**src/rtl/dm_access_ctrl.sv**
```systemverilog
// MEM-stage load/store sequencer for a req/ack data memory, with wait timeout.
// Optional: define DM_ALIGN_CHECK_EN to trap misaligned halfword/word accesses.
module dm_access_ctrl #(
   parameter int unsigned WAIT_MAX = 16,
   parameter int unsigned CNT_W    = 8
) (
   input  logic        clk,
   input  logic        reset,
   input  logic        mem_valid,
   input  logic [5:0]  op,
   input  logic [31:0] addr,
   input  logic [31:0] wdata,
   output logic        stall,
   output logic [31:0] rdata_out,
   output logic        rdata_valid,
   output logic        bus_err,
   output logic        adel,
   output logic        ades,
   output logic        dm_req,
   output logic        dm_we,
   output logic [3:0]  dm_be,
   output logic [31:0] dm_addr,
   output logic [31:0] dm_wdata,
   input  logic        dm_ack,
   input  logic [31:0] dm_rdata
);

   localparam logic [5:0] OP_LB  = 6'b100000;
   localparam logic [5:0] OP_LH  = 6'b100001;
   localparam logic [5:0] OP_LW  = 6'b100011;
   localparam logic [5:0] OP_LBU = 6'b100100;
   localparam logic [5:0] OP_LHU = 6'b100101;
   localparam logic [5:0] OP_SB  = 6'b101000;
   localparam logic [5:0] OP_SH  = 6'b101001;
   localparam logic [5:0] OP_SW  = 6'b101011;

   typedef enum logic [1:0] {IDLE, REQ, DONE} state_t;

   state_t           state, state_nxt;
   logic [CNT_W-1:0] cnt;
   logic [2:0]       op_q;      // {unsigned, size[1:0]} of the latched access
   logic [1:0]       sel_q;
   logic             we_q;

   logic             mem_op, is_load, misaligned, timeout;
   logic [3:0]       be_nxt;
   logic [31:0]      wdata_nxt, rdata_ext;
   logic [7:0]       rd_byte;
   logic [15:0]      rd_half;

   assign mem_op  = mem_valid && (op inside {OP_LB, OP_LH, OP_LW, OP_LBU, OP_LHU,
                                             OP_SB, OP_SH, OP_SW});
   assign is_load = ~op[3];
   assign timeout = (cnt == CNT_W'(WAIT_MAX - 1));

`ifdef DM_ALIGN_CHECK_EN
   assign misaligned = ((op[1:0] == 2'b01) && addr[0]) ||
                       ((op[1:0] == 2'b11) && (addr[1:0] != 2'b00));
`else
   assign misaligned = 1'b0;
`endif

   // NOTE: every signal gets a default before the case so no latch is inferred.
   always_comb begin
      be_nxt    = 4'b1111;
      wdata_nxt = wdata;
      if (!is_load) begin
         case (op[1:0])
            2'b00: begin
               be_nxt    = 4'b0001 << addr[1:0];
               wdata_nxt = {4{wdata[7:0]}};
            end
            2'b01: begin
               be_nxt    = addr[1] ? 4'b1100 : 4'b0011;
               wdata_nxt = {2{wdata[15:0]}};
            end
            default: ;
         endcase
      end
   end

   always_comb begin
      rd_byte = dm_rdata[{sel_q, 3'b000} +: 8];
      rd_half = sel_q[1] ? dm_rdata[31:16] : dm_rdata[15:0];
      case (op_q[1:0])
         2'b00:   rdata_ext = op_q[2] ? {24'h0, rd_byte} : {{24{rd_byte[7]}}, rd_byte};
         2'b01:   rdata_ext = op_q[2] ? {16'h0, rd_half} : {{16{rd_half[15]}}, rd_half};
         default: rdata_ext = dm_rdata;
      endcase
   end

   // Stall is combinational so the pipeline freezes in the cycle the access is seen.
   always_comb begin
      state_nxt = state;
      stall     = 1'b0;
      dm_req    = 1'b0;
      case (state)
         IDLE: begin
            if (mem_op && !reset) begin
               stall     = 1'b1;
               state_nxt = misaligned ? DONE : REQ;
            end
         end
         REQ: begin
            stall  = 1'b1;
            dm_req = 1'b1;
            if (dm_ack || timeout) state_nxt = DONE;
         end
         DONE:    state_nxt = IDLE;
         default: state_nxt = IDLE;
      endcase
   end

   assign dm_we = we_q & dm_req;

   // NOTE: sequential state uses non-blocking assignments so all flops update together.
   always_ff @(posedge clk or posedge reset) begin
      if (reset) begin
         state       <= IDLE;
         cnt         <= '0;
         op_q        <= '0;
         sel_q       <= '0;
         we_q        <= 1'b0;
         dm_be       <= '0;
         dm_addr     <= '0;
         dm_wdata    <= '0;
         rdata_out   <= '0;
         rdata_valid <= 1'b0;
         bus_err     <= 1'b0;
         adel        <= 1'b0;
         ades        <= 1'b0;
      end else begin
         state       <= state_nxt;
         rdata_valid <= 1'b0;
         bus_err     <= 1'b0;
         adel        <= 1'b0;
         ades        <= 1'b0;
         case (state)
            IDLE: begin
               if (mem_op) begin
                  op_q     <= op[2:0];
                  sel_q    <= addr[1:0];
                  we_q     <= ~is_load;
                  dm_addr  <= {addr[31:2], 2'b00};
                  dm_be    <= be_nxt;
                  dm_wdata <= wdata_nxt;
                  cnt      <= '0;
                  adel     <= misaligned & is_load;
                  ades     <= misaligned & ~is_load;
               end
            end
            REQ: begin
               if (dm_ack) begin
                  if (!we_q) begin
                     rdata_out   <= rdata_ext;
                     rdata_valid <= 1'b1;
                  end
               end else if (timeout) begin
                  rdata_out <= '0;
                  bus_err   <= 1'b1;
               end else begin
                  cnt <= cnt + 1'b1;
               end
            end
            DONE:    cnt <= '0;
            default: ;
         endcase
      end
   end

endmodule

```
**config.mk**
```make
export PLATFORM = sky130hd
export DESIGN_NAME = dm_access_ctrl
export DESIGN_NICKNAME = d
export VERILOG_FILES = /design/src/rtl/dm_access_ctrl.sv
export SDC_FILE = /design/constraint.sdc
export NUM_CORES = 1
export LEC_CHECK = 0
export CAP_MARGIN = 20
export CORE_MARGIN = 5
export CORE_UTILIZATION = 44
export CTS_CLUSTER_DIAMETER = 120
export DETAILED_ROUTE_END_ITERATION = 8
export HOLD_SLACK_MARGIN = 0.05
export PLACE_DENSITY = 0.81
export SYNTH_ARGS = -nofsm -noshare
export SYNTH_HDL_FRONTEND = slang
export SYNTH_SLANG_ARGS = --single-unit
```
**constraint.sdc**
```tcl
create_clock -name clk -period 6.9 [get_ports clk]
set_clock_uncertainty 0.15 [all_clocks]
set_input_delay 1.38 -clock clk [delete_from_list [all_inputs] [get_ports clk]]
set_output_delay 1.38 -clock clk [all_outputs]
set_load 0.05 [all_outputs]
```
==> results.cfg <==
[status]
run_status = completed

[timing]
hold_viol_final = 0
fin_ws_ps = 1720
post-route-period-util_pct = 75.0
worstMarginPinSlew_ps = 1070
hold_slack_ps = 327
fmax_ghz = 0.193
setup_viol = 0
slew_viol_final = 0
layout_min_cycle_time_ps = 5180
tns_ps = 0
rsz0062_at_grt = false
slew_headroom_pct = 28.3

[floorplan]
start_util_pct = 44.7
num_io_pins = 213
die-height_um = 120
row_count = 40
placeableCoreArea_um2 = 11900
fp.dieW_um = 120
die_area_um2 = 14400

[finish]
final_common_cell = clkdlybuf4s50_1
drive_gt1_share_pct = 13.2
instances_no_fill = 823
nets = 770
fillers = 895
finish.utilization_pct = 67.8
multi_input_area_um2 = 2210
antenna_cells = 0
register_area_um2 = 2900
area_growth_pct = 51.8
postLayoutCellArea_um2 = 8080
layout_common_cells = clkdlybuf4s50_1 (208), dfrtp_1 (116), mux2_2 (47)

[clocking]
post_cts_resize_count = 0
clk_path_buf_depth = 2
cts_tree = built
cts_setup_buffers = 0
clkLatencyLatePin_ps = 410
path_clk_slew_ps = 50
cts_hold_buf = 0
clock-sinks = 116
cts_buffers = 17
clock-root-buffer = clkbuf_16
htreeDepth = 4

[synth]
synth_flop_cell = dfrtp_1
syn_avg_cell_area_um2 = 11.5
ys_ff_latch = 116
ys.warnings.count = 0
synth_area_um2 = 5320
yosysUniqueCellTypes = 49
ys_seq_area_share_pct = 54.5
postSynth.asyncResetShare_pct = 100
synthCells = 462
synth_edf_count = 0

[critical_path]
cp_cell_sequence = clkdlybuf4s50_1 > nand2b_1 > a41oi_1 > nor2_1 > clkdlybuf4s50_1
worst_setup_path_end_kind = primary output
max_stage_delay_ps = 950
cp_max_fo = 21
startpoint_type = input pin
cp.required_ps = 5370
path_common_cell = clkdlybuf4s50_1
critPathKind = input pin to primary output
reg2reg_depth = 3
regToRegSetupSlack_ps = 4280
crit_path_top_delay_cell = clkdlybuf4s50_1
cp.arrival_ps = 3650

[flow_run]
drv_cap = 0

[route]
wl_per_cell_um = 18.9
vias = 4572
wirelength_um = 15500
dr.pass1.iters = 4
drc = 0
viasPerCell = 5.56
drt.antenna.violating_nets = 0
drt_iter0_markers = 316

[power]
p_leak_nw = 3.43
power_mw = 3.34
ir_drop_mv = 0.291
power_density_nw_per_um2 = 413

[place]
post-place-ws_ps = 1750
gp_congestion = 0.873
dp_cells = 790
dpl_cell_area_um2 = 7450
io_buffers = 208
dp_hpwl_um = 11200

[min_path]
hold_depth = 2
hold_path.class = flip-flop to flip-flop

[global_route]
antenna_found_initial = 0
grt_pass1_wl_um = 24800
grt_pass1_vias = 4900
grt_max_degree = 100
overflow = 0
globalRouteTotalUtil_pct = 21.9
[cells in the mapped netlist, drive strengths merged (2+ instances only)]
library cell | number | share of area, %
o2bb2ai | 9 | 1.5
mux2i | 16 | 3.0
nand2 | 38 | 2.7
dfrtp | 116 | 55
a41oi | 3 | 0.49
nor3 | 2 | 0.28
nand3 | 2 | 0.19
or3 | 6 | 0.71
nand2b | 12 | 1.4
nor2 | 22 | 1.6
mux2 | 47 | 9.9
o21ai | 28 | 2.7
inv | 10 | 0.71
a32o | 6 | 1.1
buf | 18 | 2.2
and2 | 4 | 0.47
a22o | 2 | 0.33
a31oi | 3 | 0.35
clkbuf | 16 | 1.1
a221o | 17 | 3.2
nand4 | 2 | 0.24
nor2b | 12 | 1.4
o221ai | 7 | 1.2
a211oi | 8 | 1.1
o31ai | 16 | 2.3
a22oi | 3 | 0.42
and3 | 3 | 0.35
o21a | 3 | 0.42
a21oi | 17 | 1.6
[power by group]
group,leakage (nW),switching (mW),internal (mW)
Combinational,1.69,0.918,0.527
Clock,0.282,0.315,0.560
Sequential,1.46,0.142,0.873
[registers in the layout (all words and copies together) (netlist names)]
signal       cells
rdata_out       32
dm_wdata        32
dm_be            4
rdata_valid      1
sel_q            2
bus_err          1
cnt              8
we_q             1
state            2
op_q             3
dm_addr         30
[worst max-delay path, delay by kind of cell]
kind                   cells  cell delay [ps]
buffers and inverters      2             1770
and+or+nand+nor            2              370
AOI/OAI and AO/OA          1              120
[path summary, 6_finish.rpt]
kind,from,to
min,dm_wdata[21],dm_wdata[21]
min in group asynchronous,reset,state[1]
max in group asynchronous,reset,dm_addr[28]
max,op[0],stall
max reg2reg,op_q[1],rdata_out[31]
min reg2reg,dm_wdata[21],dm_wdata[21]
[routing by layer]
layer	share of wire [%]	wire (um)	GRT usage, %
met5	0	0	0
met4	3.7	572	11.0
met1	38	5870	24.9
met3	10	1620	9.66
met2	48	7470	35.2
[cells by family (layout without fill, tap and decap cells)]
family	count (synthesis)	in the layout	share of synthesized area, %
AO/OA/AOI/OAI	129	129	18.1
flip-flops	116	116	54.5
AND/OR/NAND/NOR	107	107	9.94
multiplexers	63	63	13.0
buffers and inverters	45	256	4.11
adder cells (fa/ha/maj)	1	1	0.235
other	1	4	0.0705
[layout make-up]
type / count / share of cell area (%)
flip-flops and latches: 116 / 35.9
inverters: 11 / 0.542
clock buffers: 21 / 5.82
well taps: 147 / 2.28
repair buffers: 213 / 26.5
multi-input cells: 304 / 27.4
clock inverters: 11 / 1.56
Power figures use the tool's default switching activity.
